===== src/rtl/mem_reader_if.sv =====
// Handshake bundle for mem_reader: command/status, Avalon-MM read master and output stream.
// The master modport is the reader's view; the slave modport is the surrounding system's view.
interface mem_reader_if;
    logic        start;
    logic [28:0] base_addr;
    logic [15:0] num_words;
    logic        busy;
    logic        done;
    logic [28:0] avm_addr;
    logic        avm_read;
    logic [63:0] avm_readdata;
    logic        avm_readdatavalid;
    logic        avm_waitrequest;
    logic        out_valid;
    logic [63:0] out_data;
    logic        out_ready;

    modport master (
        input  start, base_addr, num_words,
        input  avm_readdata, avm_readdatavalid, avm_waitrequest,
        input  out_ready,
        output busy, done, avm_addr, avm_read, out_valid, out_data
    );

    modport slave (
        output start, base_addr, num_words,
        output avm_readdata, avm_readdatavalid, avm_waitrequest,
        output out_ready,
        input  busy, done, avm_addr, avm_read, out_valid, out_data
    );
endinterface


===== src/rtl/mem_reader.sv =====
// Burst reader: issues pipelined Avalon-MM reads of 64-bit words and streams the responses
// out through a first-word-fall-through FIFO sized so that it can never overflow.
module mem_reader #(
    parameter int FIFO_DEPTH      = 8,
    parameter int MAX_OUTSTANDING = 4
) (
    input  logic         clk,
    input  logic         reset,
    mem_reader_if.master bus
);
    localparam int PTR_W = $clog2(FIFO_DEPTH);
    localparam int CNT_W = PTR_W + 1;
    localparam int OUT_W = $clog2(MAX_OUTSTANDING + 1);
    localparam int LVL_W = CNT_W + 1;

    typedef enum logic [1:0] {
        S_IDLE  = 2'd0,
        S_FETCH = 2'd1,
        S_DRAIN = 2'd2
    } state_e;

    state_e             state_q, state_d;
    logic [28:0]        addr_q, addr_d;
    logic [15:0]        req_left_q, req_left_d;
    logic [15:0]        resp_left_q, resp_left_d;
    logic [OUT_W-1:0]   outst_q, outst_d;
    logic [CNT_W-1:0]   cnt_q, cnt_d;
    logic [PTR_W-1:0]   wr_ptr_q, wr_ptr_d;
    logic [PTR_W-1:0]   rd_ptr_q, rd_ptr_d;
    logic               read_q, read_d;
    logic               busy_q, busy_d;
    logic               done_q, done_d;
    logic               valid_q, valid_d;
    logic [63:0]        data_q, data_d;
    logic [63:0]        mem_q [FIFO_DEPTH];
    logic [LVL_W-1:0]   level_s;
    logic               accept_s;
    logic               wr_en_s;
    logic               pop_s;

    assign accept_s = read_q & ~bus.avm_waitrequest;
    assign wr_en_s  = bus.avm_readdatavalid & (outst_q != {OUT_W{1'b0}});
    assign pop_s    = valid_q & bus.out_ready;

    // Control FSM: command acceptance, address/request bookkeeping and completion.
    always_comb begin
        state_d     = state_q;
        addr_d      = addr_q;
        req_left_d  = req_left_q;
        resp_left_d = resp_left_q;
        done_d      = 1'b0;
        case (state_q)
            S_IDLE: begin
                if (bus.start && (bus.num_words != 16'd0)) begin
                    state_d     = S_FETCH;
                    addr_d      = bus.base_addr & ~29'h7;
                    req_left_d  = bus.num_words;
                    resp_left_d = bus.num_words;
                end else begin
                    done_d = bus.start;
                end
            end
            S_FETCH: begin
                if (accept_s) begin
                    addr_d     = addr_q + 29'd8;
                    req_left_d = req_left_q - 16'd1;
                end else begin
                    addr_d = addr_q;
                end
                if (wr_en_s) begin
                    resp_left_d = resp_left_q - 16'd1;
                    state_d     = (resp_left_q == 16'd1) ? S_DRAIN : S_FETCH;
                end else begin
                    resp_left_d = resp_left_q;
                end
            end
            S_DRAIN: begin
                if ((cnt_q == {CNT_W{1'b0}}) || (pop_s && (cnt_q == CNT_W'(1)))) begin
                    state_d = S_IDLE;
                    done_d  = 1'b1;
                end else begin
                    state_d = S_DRAIN;
                end
            end
            default: begin
                state_d = S_IDLE;
            end
        endcase
    end

    // Datapath: outstanding/FIFO counters, pointers, FWFT head and read-request qualification.
    always_comb begin
        case ({accept_s, wr_en_s})
            2'b10:   outst_d = outst_q + OUT_W'(1);
            2'b01:   outst_d = outst_q - OUT_W'(1);
            default: outst_d = outst_q;
        endcase
        case ({wr_en_s, pop_s})
            2'b10:   cnt_d = cnt_q + CNT_W'(1);
            2'b01:   cnt_d = cnt_q - CNT_W'(1);
            default: cnt_d = cnt_q;
        endcase
        wr_ptr_d = wr_ptr_q + PTR_W'(wr_en_s);
        rd_ptr_d = rd_ptr_q + PTR_W'(pop_s);
        // A word landing on the next head slot bypasses the array so it is visible next cycle.
        if (wr_en_s && (wr_ptr_q == rd_ptr_d)) begin
            data_d = bus.avm_readdata;
        end else begin
            data_d = mem_q[rd_ptr_d];
        end
        valid_d = (cnt_d != {CNT_W{1'b0}});
        level_s = LVL_W'(outst_d) + LVL_W'(cnt_d);
        if (read_q && bus.avm_waitrequest) begin
            read_d = 1'b1;
        end else begin
            read_d = (state_d == S_FETCH) && (req_left_d != 16'd0) &&
                     (outst_d < OUT_W'(MAX_OUTSTANDING)) && (level_s < LVL_W'(FIFO_DEPTH));
        end
        busy_d = (state_d != S_IDLE);
    end

    // State and output registers with synchronous reset.
    always_ff @(posedge clk) begin
        if (reset) begin
            state_q     <= S_IDLE;
            addr_q      <= 29'd0;
            req_left_q  <= 16'd0;
            resp_left_q <= 16'd0;
            outst_q     <= {OUT_W{1'b0}};
            cnt_q       <= {CNT_W{1'b0}};
            wr_ptr_q    <= {PTR_W{1'b0}};
            rd_ptr_q    <= {PTR_W{1'b0}};
            read_q      <= 1'b0;
            busy_q      <= 1'b0;
            done_q      <= 1'b0;
            valid_q     <= 1'b0;
            data_q      <= 64'd0;
        end else begin
            state_q     <= state_d;
            addr_q      <= addr_d;
            req_left_q  <= req_left_d;
            resp_left_q <= resp_left_d;
            outst_q     <= outst_d;
            cnt_q       <= cnt_d;
            wr_ptr_q    <= wr_ptr_d;
            rd_ptr_q    <= rd_ptr_d;
            read_q      <= read_d;
            busy_q      <= busy_d;
            done_q      <= done_d;
            valid_q     <= valid_d;
            data_q      <= data_d;
        end
    end

    // FIFO storage; contents are don't-care until written, so no reset.
    always_ff @(posedge clk) begin
        if (wr_en_s) begin
            mem_q[wr_ptr_q] <= bus.avm_readdata;
        end else begin
            mem_q[wr_ptr_q] <= mem_q[wr_ptr_q];
        end
    end

    assign bus.busy      = busy_q;
    assign bus.done      = done_q;
    assign bus.avm_addr  = addr_q;
    assign bus.avm_read  = read_q;
    assign bus.out_valid = valid_q;
    assign bus.out_data  = data_q;
endmodule


===== src/flat_wrapper.sv =====
// flat-port wrapper written by rule: the top's interface ports become plain ports
module mem_reader_flat 
#(
    parameter int FIFO_DEPTH      = 8,
    parameter int MAX_OUTSTANDING = 4
)
  (clk, reset, bus_start, bus_base_addr, bus_num_words, bus_avm_readdata, bus_avm_readdatavalid, bus_avm_waitrequest, bus_out_ready, bus_busy, bus_done, bus_avm_addr, bus_avm_read, bus_out_valid, bus_out_data);
  mem_reader_if bus_i ();
  input  logic clk;
  input  logic reset;
  input wire logic [$bits(bus_i.start)-1:0] bus_start;
  input wire logic [$bits(bus_i.base_addr)-1:0] bus_base_addr;
  input wire logic [$bits(bus_i.num_words)-1:0] bus_num_words;
  input wire logic [$bits(bus_i.avm_readdata)-1:0] bus_avm_readdata;
  input wire logic [$bits(bus_i.avm_readdatavalid)-1:0] bus_avm_readdatavalid;
  input wire logic [$bits(bus_i.avm_waitrequest)-1:0] bus_avm_waitrequest;
  input wire logic [$bits(bus_i.out_ready)-1:0] bus_out_ready;
  output wire logic [$bits(bus_i.busy)-1:0] bus_busy;
  output wire logic [$bits(bus_i.done)-1:0] bus_done;
  output wire logic [$bits(bus_i.avm_addr)-1:0] bus_avm_addr;
  output wire logic [$bits(bus_i.avm_read)-1:0] bus_avm_read;
  output wire logic [$bits(bus_i.out_valid)-1:0] bus_out_valid;
  output wire logic [$bits(bus_i.out_data)-1:0] bus_out_data;
  assign bus_i.start = bus_start;
  assign bus_i.base_addr = bus_base_addr;
  assign bus_i.num_words = bus_num_words;
  assign bus_i.avm_readdata = bus_avm_readdata;
  assign bus_i.avm_readdatavalid = bus_avm_readdatavalid;
  assign bus_i.avm_waitrequest = bus_avm_waitrequest;
  assign bus_i.out_ready = bus_out_ready;
  assign bus_busy = bus_i.busy;
  assign bus_done = bus_i.done;
  assign bus_avm_addr = bus_i.avm_addr;
  assign bus_avm_read = bus_i.avm_read;
  assign bus_out_valid = bus_i.out_valid;
  assign bus_out_data = bus_i.out_data;
  mem_reader #(.FIFO_DEPTH(FIFO_DEPTH), .MAX_OUTSTANDING(MAX_OUTSTANDING)) u_core (.clk(clk), .reset(reset), .bus(bus_i));
endmodule

===== config.mk =====
export PLATFORM = sky130hd
export DESIGN_NAME = mem_reader_flat
export DESIGN_NICKNAME = d
export VERILOG_FILES = /design/src/rtl/mem_reader_if.sv /design/src/rtl/mem_reader.sv /design/src/flat_wrapper.sv
export SDC_FILE = /design/constraint.sdc
export NUM_CORES = 1
export LEC_CHECK = 0
export BUFFER_PORTS_ARGS = -buffer_cell sky130_fd_sc_hd__buf_2
export CORE_MARGIN = 2
export CORE_UTILIZATION = 50
export CTS_BUF_LIST = sky130_fd_sc_hd__clkbuf_4 sky130_fd_sc_hd__clkbuf_8
export DETAILED_ROUTE_END_ITERATION = 10
export GPL_ROUTABILITY_DRIVEN = 0
export HOLD_SLACK_MARGIN = 0.12
export PLACE_DENSITY = 0.77
export SYNTH_ARGS = -nofsm -noshare
export SYNTH_HDL_FRONTEND = slang
export SYNTH_SLANG_ARGS = --single-unit

===== constraint.sdc =====
create_clock -name clk -period 8.2 [get_ports clk]
set_clock_uncertainty 0.15 [all_clocks]
set_input_delay 2.05 -clock clk [delete_from_list [all_inputs] [get_ports clk]]
set_output_delay 2.05 -clock clk [all_outputs]
set_load 0.02 [all_outputs]

# == After elaboration in Yosys (flattened, before gate mapping) ==
# Memory sizes are Yosys's and may differ from the RTL's. A register that Yosys moved wholly into a read port is not among the register bits.
# Cells that the tools add are included.
# word_totals
ff_bits,80
ramBits,512
in_bits,115
memories,1
# classes
add_sub_neg,10
magnitude_cmp,2
eq_ne,13
n_mux,24
bitwise,5
n_reduce_logical,18
# mem_list
name,depth,width,read_ports,rd_clocked_by_memory_dff,wr,line,rtl
u_core.mem_q,8,64,1,1,1,mem_reader.sv:35,logic [63:0] mem_q [FIFO_DEPTH];
# op_table
cell,n
two-way mux 16 bit,4
two-way mux 64 bit,1
case mux 16 bit (2 select lines),2
two-way mux 29 bit,2
case mux 29 bit (2 select lines),1
nonzero test 16 bit,2
subtractor 16 x 1 -> 16 bit (second input constant),2
adder 29 x 4 -> 29 bit (second input constant),1
equality test 16 x 1 -> 1 bit (second input constant),1
equality test 2 x 1 -> 1 bit (second input constant),4
two-way mux 2 bit,4
case mux 4 bit (2 select lines),1
adder 3 x 1 -> 3 bit,2
equality test 2 bit (second input constant),3
logical AND 1 bit,6
two-way mux 1 bit,6
!= test 2 x 1 -> 1 bit (second input constant),3
case mux 2 bit (3 select lines),1
case mux 3 bit (2 select lines),1
AND reduction 3 bit,2
adder 3 x 4 -> 5 bit,1
less-than comparator 5 x 4 -> 1 bit (second input constant),1
adder 4 x 1 -> 4 bit (second input constant),1
equality test 4 x 1 -> 1 bit (second input constant),1
other kinds (16),19

# == Depth between registers and ports, before layout ==
# Gate-level depths: netlist of the first run.
# logic_depth
word_depth,10
mapped_depth,12
ltp_nobuf,11

# == Worst setup path after synthesis of the first run ==
# No wires, ideal clock.
# synth_path
kind,input port to flip-flop
from,in bus_avm_readdatavalid
to,mem u_core.mem_q[0][0] (enable)
arrival_ps,6806
t_required_ps,7485
path_slack_ps,679
stages,4
path_cell_list,o31ai_1 -> inv_1 -> nand2b_1 -> nor3_1
# synth_via
elab_chain_cells,4
word_cells_on_any_way,6
cone_classes,mux (3); bitwise (2); reduce/logical (1)
# synth_rtl
item,line,rtl
from (decl),flat_wrapper.sv:15,input wire logic [$bits(bus_i.avm_readdatavalid)-1:0] bus_avm_readdatavalid;
bitwise AND 1 bit (*),mem_reader.sv:42,assign wr_en_s = bus.avm_readdatavalid & (outst_q != {OUT_W{1'b0}});
"two-way mux 1 bit, on equally long branches","mem_reader.sv:157, mem_reader.sv:160",
two-way mux 1 bit (implied by the code) or AND reduction 2 bit (tied branches),--,
bitwise OR 1 bit (no source line) (*),--,
to (decl),mem_reader.sv:35,
# Mark *: on every way between the ends. The rest lies on a longest branch, timed or not.

# == Final worst setup path of the first run ==
# layout_path
from,in bus_out_ready
to,reg u_core.data_q[15] (netlist: u_core.bus.out_data[15]) (read register of u_core.mem_q)
# layout_via
elab_chain_cells,2
# layout_rtl
item,line,rtl
from (decl),flat_wrapper.sv:17,input wire logic [$bits(bus_i.out_ready)-1:0] bus_out_ready;
bitwise AND 1 bit,mem_reader.sv:43,assign pop_s = valid_q & bus.out_ready;
adder 3 x 1 -> 3 bit,mem_reader.sv:104,rd_ptr_d = rd_ptr_q + PTR_W'(pop_s);
to (decl),mem_reader.sv:34,"logic [63:0] data_q, data_d;"
# Every way passes these cells.
# A chain may end at the register's enable or synchronous reset.

==> results of run 1 <==
## where the power goes
group          switching, mW  internal [mW]
registers              0.106           3.81
logic                  0.711          0.422
clock network           1.24           1.63
total                   2.06           5.86
## routing by layer
| layer | vias up | global-route usage | part of all wire |
|---|---|---|---|
| li1 | 6786 | - | - |
| met1 | 7612 | 0.287 | 0.42 |
| met2 | 653 | 0.344 | 0.49 |
| met4 | 6 | 0.0653 | 0.018 |
| met3 | 89 | 0.0429 | 0.075 |
| met5 | - | 0 | 0.00050 |
## worst min-delay path: cells and delay by family, from the launching register on
family / cells / cell delay (ns)
AO/OA/AOI/OAI: 2 / 0.12
flip-flops: 1 / 0.30
## cell families (layout without fill, tap and decap cells)
group,after synthesis,after routing
and+or+nand+nor,350,350
muxes,195,195
adders and majority gates,17,17
DFF,653,653
AOI/OAI and AO/OA,252,252
other,1,7
buffers and inverters,109,429
xor gates and xnor gates,10,10
## registers in the layout, summed over array words and instances, names as in the netlist, 2 cells and up
register	cells
u_core.bus.avm_addr	26
u_core.bus.out_data	64
u_core.cnt_q	4
u_core.mem_q	512
u_core.outst_q	3
u_core.rd_ptr_q	3
u_core.req_left_q	16
u_core.resp_left_q	16
u_core.state_q	2
u_core.wr_ptr_q	3
## synth_stat cells, drive strengths merged, types with 3 or more instances
library cell / n
xor2: 4
a21o: 3
ha: 16
mux4: 128
xnor2: 6
nor2: 143
a221oi: 3
o21ai: 50
clkbuf: 53
nand4: 17
a21oi: 61
dfxtp: 141
nor4: 18
or4: 4
nor2b: 14
nor3: 22
o22ai: 7
nand2: 74
nand3: 18
a22oi: 12
and3: 7
a31oi: 7
or3: 6
nor4b: 3
nand2b: 7
mux2i: 65
or2: 3
a211oi: 80
nor3b: 3
edfxtp: 512
o31ai: 6
buf: 43
inv: 13
o211ai: 6
## area by class of cell
cell class | count | share of cell area
flip-flops and latches | 653 | 0.610
multi-input cells | 827 | 0.246
clock buffers | 153 | 0.0632
repair buffers | 228 | 0.0407
well taps | 680 | 0.0285
clock inverters | 35 | 0.0100
inverters | 13 | 0.00164
diodes | 4 | 0.000336
## metrics by stage
step                hold WS [ns]  worst slack (ns)  total power [mW]   util
floorplan                  0.290             0.679              4.74      -
global placement           0.302              2.68              5.08  0.540
detailed placement         0.313              2.59              5.12  0.540
CTS                        0.322              3.34              7.98  0.582
global route               0.352              3.18              8.24  0.583
finish                     0.321              3.28              7.92  0.583
## final timing paths
check	from	to	slack, ns	cells after the start
hold reg to reg	u_core.resp_left_q[14]	u_core.resp_left_q[14]	0.32	2
hold / removal	u_core.resp_left_q[14]	u_core.resp_left_q[14]	0.32	2
setup reg to reg	u_core.state_q[1]	u_core.bus.avm_addr[25]	4.35	7
setup / recovery	bus_out_ready	u_core.bus.out_data[15]	3.28	10
==> flow_summary.json, run 1 <==
{
  "status": "finished, final reports clean",
  "multi_input_area_um2": 7320,
  "cts_buffer_depth": 3,
  "synth.area.top_cells": "edfxtp_1 (59%), mux4_2 (11%), dfxtp_1 (11%)",
  "synth.avg_cell_area_um2": 16.3,
  "cts_tree": "done",
  "grt_pass1_vias": 15000,
  "synth_top_family_by_area": "multiplexers",
  "port_buffers": 205,
  "avgViaCountPerCell": 5.84,
  "synthMuxAreaShare": 0.137,
  "netlist.area_leader.share": 0.594,
  "post_dp_cell_area_um2": 27600,
  "cp_slowest_stage_delay_ns": 0.73,
  "drc": 0,
  "io-pin-count": 212,
  "tightestPinTransition_ns": 1.16,
  "die_x_um": 231,
  "area_growth_pct": 15.3,
  "dp.cells": 2401,
  "core_area_um2": 51200,
  "synth-seq-area-share": 0.704,
  "layout_min_cycle_time_ns": 4.92,
  "die-area_um2": 53600,
  "layout_commonest_cell": "edfxtp_1",
  "cts_resized": 0,
  "p_per_area_nw_per_um2": 265,
  "routed_wirelength_mm": 56.4,
  "setup_viol": 0,
  "async_flop_share": 0,
  "crit_path_start_kind": "input pin",
  "grtUsageTotal": 0.211,
  "drive_gt1_frac": 0.294,
  "worst-path-max-fanout": 29,
  "ys_seq_elements": 653,
  "dr_total_vias": 15100,
  "slowest_stage": "xor2_4",
  "syn_inst": 1587,
  "htree_levels": 3,
  "grt_pass1_wl_mm": 86.0,
  "wl_per_cell_um": 21.7,
  "ant_nets": 0,
  "fin_crit_sh": 0.600,
  "ff_latch_area_um2": 18200,
  "grt_max_degree": 89,
  "synth_ff_type": "edfxtp_1",
  "synth_edf_count": 512,
  "cts_root_buffer": "clkbuf_8",
  "dieHeight_um": 231,
  "path_class": "input pin to register",
  "setup_tns_ns": 0,
  "placementRows": 83,
  "clk_pin_slew_ns": 0.06,
  "syn-cell-area_um2": 25900,
  "ir_drop_uv": 179,
  "clkLatencyLatePin_ns": 0.70,
  "leakagePower_nw": 9.97,
  "fin_area_um2": 29800,
  "cp_cell_sequence": "buf_2 -> nand2_1 -> inv_1 -> ha_4 -> ha_4 -> xor2_4 -> buf_4 -> buf_4 -> mux2i_1 -> a211oi_1",
  "synth_compound_area_frac": 0.0633,
  "post-cts-setup-buffer-count": 0,
  "cap_violations": 0,
  "ys_warn_count": 0,
  "synth_cell_types": 70,
  "cp-end-kind": "register",
  "synth-xor-area-share": 0.00339,
  "cts_made_buffers": 100,
  "rsz0062_at_grt": "false",
  "path_buf_inv": 4,
  "worstPathRequired_ns": 8.61,
  "arrival_ns": 5.32,
  "fill_cells": 3800,
  "antenna_found_initial": 6,
  "mostFrequentLayoutCells": "edfxtp_1 (512), buf_2 (204), dfxtp_1 (141)",
  "numClockSinks": 653,
  "hold_viol_final": 0,
  "ctsHoldBuffers": 0,
  "hpwl_mm": 31.0,
  "yosysTopAreaCell": "edfxtp_1",
  "fin_cells": 2593,
  "relSlewSlack": 0.225,
  "initial_core_util": 0.505,
  "synthSimpleGateAreaFrac": 0.0659,
  "max_freq_ghz": 0.203,
  "hold_path.class": "register to register",
  "grt_overflow": 0,
  "maxSlewViolCount": 0,
  "synth_fa_ha_area_frac": 0.00851,
  "finalNetCount": 1955,
  "cp_top_family": "buffers and inverters",
  "dr.first_iter.drc_count": 1496,
  "first_pass_iters": 7
}
No activity file was read; power rests on OpenSTA's default activity.
==> inputs of run 2 (changes only) <==
--- a/config.mk
+++ b/config.mk
@@ -12,7 +12,7 @@
 export DETAILED_ROUTE_END_ITERATION = 10
 export GPL_ROUTABILITY_DRIVEN = 0
 export HOLD_SLACK_MARGIN = 0.12
-export PLACE_DENSITY = 0.77
+export PLACE_DENSITY = 0.79
 export SYNTH_ARGS = -nofsm -noshare
 export SYNTH_HDL_FRONTEND = slang
 export SYNTH_SLANG_ARGS = --single-unit
==> constraint.sdc (replaced) <==
create_clock -name clk -period 4.4 [get_ports clk]
set_clock_uncertainty 0.15 [all_clocks]
set_input_delay 1.1 -clock clk [delete_from_list [all_inputs] [get_ports clk]]
set_output_delay 1.1 -clock clk [all_outputs]
set_load 0.02 [all_outputs]
==> run 2 against run 1 <==
Net effect:
- first-iteration DRC count up 9.4%
- critical path depth up 1
- flip-flop and latch count unchanged
- sequential power up 86%
- die area unchanged
- global-route usage up 0.26 points
- critical endpoint is now u_core.bus.avm_read
==> flow_summary.json, run 2 (synthesized netlist as in run 1, its figures left out) <==
{
  "initial_core_util": 0.505,
  "antenna_found_initial": 12,
  "layout_setup_ws_ns": 0.968,
  "slowest_stage": "o31ai_1",
  "cp_top_family": "compound AO/OA/AOI/OAI gates",
  "first_pass_iters": 6,
  "crit_path_start_kind": "register",
  "multi_input_area_um2": 7330,
  "post-cts-setup-buffer-count": 0,
  "htree_levels": 3,
  "finalNetCount": 1972,
  "grt_pass1_vias": 15300,
  "grtUsageTotal": 0.213,
  "worst-path-max-fanout": 4,
  "layout_min_cycle_time_ns": 3.43,
  "mostFrequentLayoutCells": "edfxtp_1 (512), buf_2 (204), dfxtp_1 (141)",
  "routed_wirelength_mm": 57.2,
  "power_frac_clock": 0.362,
  "p_per_area_nw_per_um2": 494,
  "hold_viol_final": 0,
  "cap_violations": 0,
  "ant_nets": 0,
  "numClockSinks": 653,
  "ff_latch_area_um2": 18200,
  "port_buffers": 205,
  "rsz0062_at_grt": "false",
  "io-pin-count": 212,
  "hold_path.class": "register to register",
  "pre_cts_slack_ns": 0.556,
  "fin_util": 0.588,
  "max_freq_ghz": 0.291,
  "rrSetupSlack_ns": 0.97,
  "whs_path_depth": 2,
  "cp_slowest_stage_delay_ns": 0.64,
  "cp_cell_sequence": "o31ai_1 -> inv_1 -> ha_1 -> fa_1 -> xnor2_1 -> nor2_1 -> xor2_1 -> ha_1 -> a211oi_1 -> a32oi_1 -> a311oi_1",
  "fin_cells": 2612,
  "die-area_um2": 53600,
  "dieHeight_um": 231,
  "relSlewSlack": 0.147,
  "arrival_ns": 3.88,
  "dp.cells": 2416,
  "cts_resized": 0,
  "timing.rr.start": "u_core.outst_q[1]",
  "worstPathRequired_ns": 4.85,
  "leakagePower_nw": 10.1,
  "grt_overflow": 0,
  "die_x_um": 231,
  "r2r_end": "u_core.bus.avm_read",
  "p_seq_frac": 0.491,
  "hpwl_mm": 31.9,
  "ctsHoldBuffers": 0,
  "path_common_cell": "ha_1",
  "cts_tree": "done",
  "largest_register_ffs": 512,
  "min-delay-start": "u_core.resp_left_q[1]",
  "fill_cells": 3757,
  "drc": 0,
  "pwr-share-comb": 0.147,
  "layout_commonest_cell": "edfxtp_1",
  "grt_max_degree": 82,
  "p_int_mw": 11.0,
  "cts_buffer_depth": 3,
  "tightestPinTransition_ns": 1.27,
  "rr_worst_depth": 11,
  "setup_viol": 0,
  "status": "finished, final reports clean",
  "top_register": "u_core.mem_q",
  "avgViaCountPerCell": 5.88,
  "clkLatencyLatePin_ns": 0.69,
  "hold_end": "u_core.resp_left_q[1]",
  "path_buf_inv": 1,
  "hold_ws_ns": 0.309,
  "ir_drop_uv": 374,
  "path_class": "register to register",
  "placementRows": 83,
  "dr.first_iter.drc_count": 1637,
  "power.share.switching": 0.260,
  "cts_made_buffers": 102,
  "fin_crit_sh": 0.780,
  "wl_per_cell_um": 21.9,
  "cts_root_buffer": "clkbuf_8",
  "dr_total_vias": 15400,
  "cp-end-kind": "register",
  "drive_gt1_frac": 0.303,
  "netSwitchingPower_mw": 3.87,
  "area_growth_pct": 16.5,
  "maxSlewViolCount": 0,
  "grt_pass1_wl_mm": 87.2,
  "core_area_um2": 51200,
  "clk_pin_slew_ns": 0.06
}
-- run 2: changes by cell type in the layout (fill, tap and decap cells not counted), moves of 2 or more --
cell	before	now
nor3_2	2	0
clkbuf_4	35	40
nor3_4	0	2
clkbuf_8	118	120
clkinv_1	15	12
buf_12	1	11
buf_4	23	28
-- run 2: worst max path at each step --
stage | slack (ns) | cells past startpoint | to | start
2_1_floorplan | -0.45 | 4 | u_core.mem_q[4][0] | bus_avm_readdatavalid
3_3_place_gp | 0.60 | 12 | u_core.bus.avm_read | bus_avm_readdatavalid
3_5_place_dp | 0.56 | 12 | u_core.bus.avm_read | bus_avm_readdatavalid
4_1_cts | 0.93 | 11 | u_core.bus.avm_read | u_core.outst_q[1]
5_1_grt | 0.70 | 11 | u_core.bus.avm_read | u_core.outst_q[1]
6_report | 0.97 | 11 | u_core.bus.avm_read | u_core.outst_q[1]
-- run 2: area by class of cell --
type | instances | share of cell area
Sequential cell | 653 | 0.604
Timing Repair Buffer | 243 | 0.0482
Tap cell | 680 | 0.0282
Inverter | 13 | 0.00162
Antenna cell | 4 | 0.000332
Clock buffer | 160 | 0.0648
Clock inverter | 32 | 0.00922
Multi-Input combinational cell | 827 | 0.243
-- run 2: worst min-delay path: stages (launching register included) --
cell	delay (ns)
dfxtp_1	0.31
nand2_1	0.05
a21oi_1	0.05
-- run 2: stage by stage --
step	power, mW	TNS (ns)	area [um2]
final	14.9	0	30100
after global routing	15.5	0	30100
after CTS	15.0	0	30100
after detailed placement	9.61	0	27900
after global placement	9.54	0	27900
after floorplan	8.82	-199.42	25900
-- run 2: power by group through the flow --
stage | registers (mW) | clock network [mW] | logic, mW
floorplan | 7.62 | 0 | 1.20
global placement | 7.40 | 0 | 2.14
finish | 7.30 | 5.38 | 2.19
global route | 7.33 | 5.76 | 2.38
detailed placement | 7.42 | 0 | 2.19
CTS | 7.30 | 5.50 | 2.21
-- run 2: layer usage --
metal  share of wire  track usage  vias up
li1                -            -     6822
met1            0.41        0.291     7738
met2            0.49        0.342      698
met3           0.086       0.0513       92
met4           0.018       0.0665       16
met5          0.0019            0        -
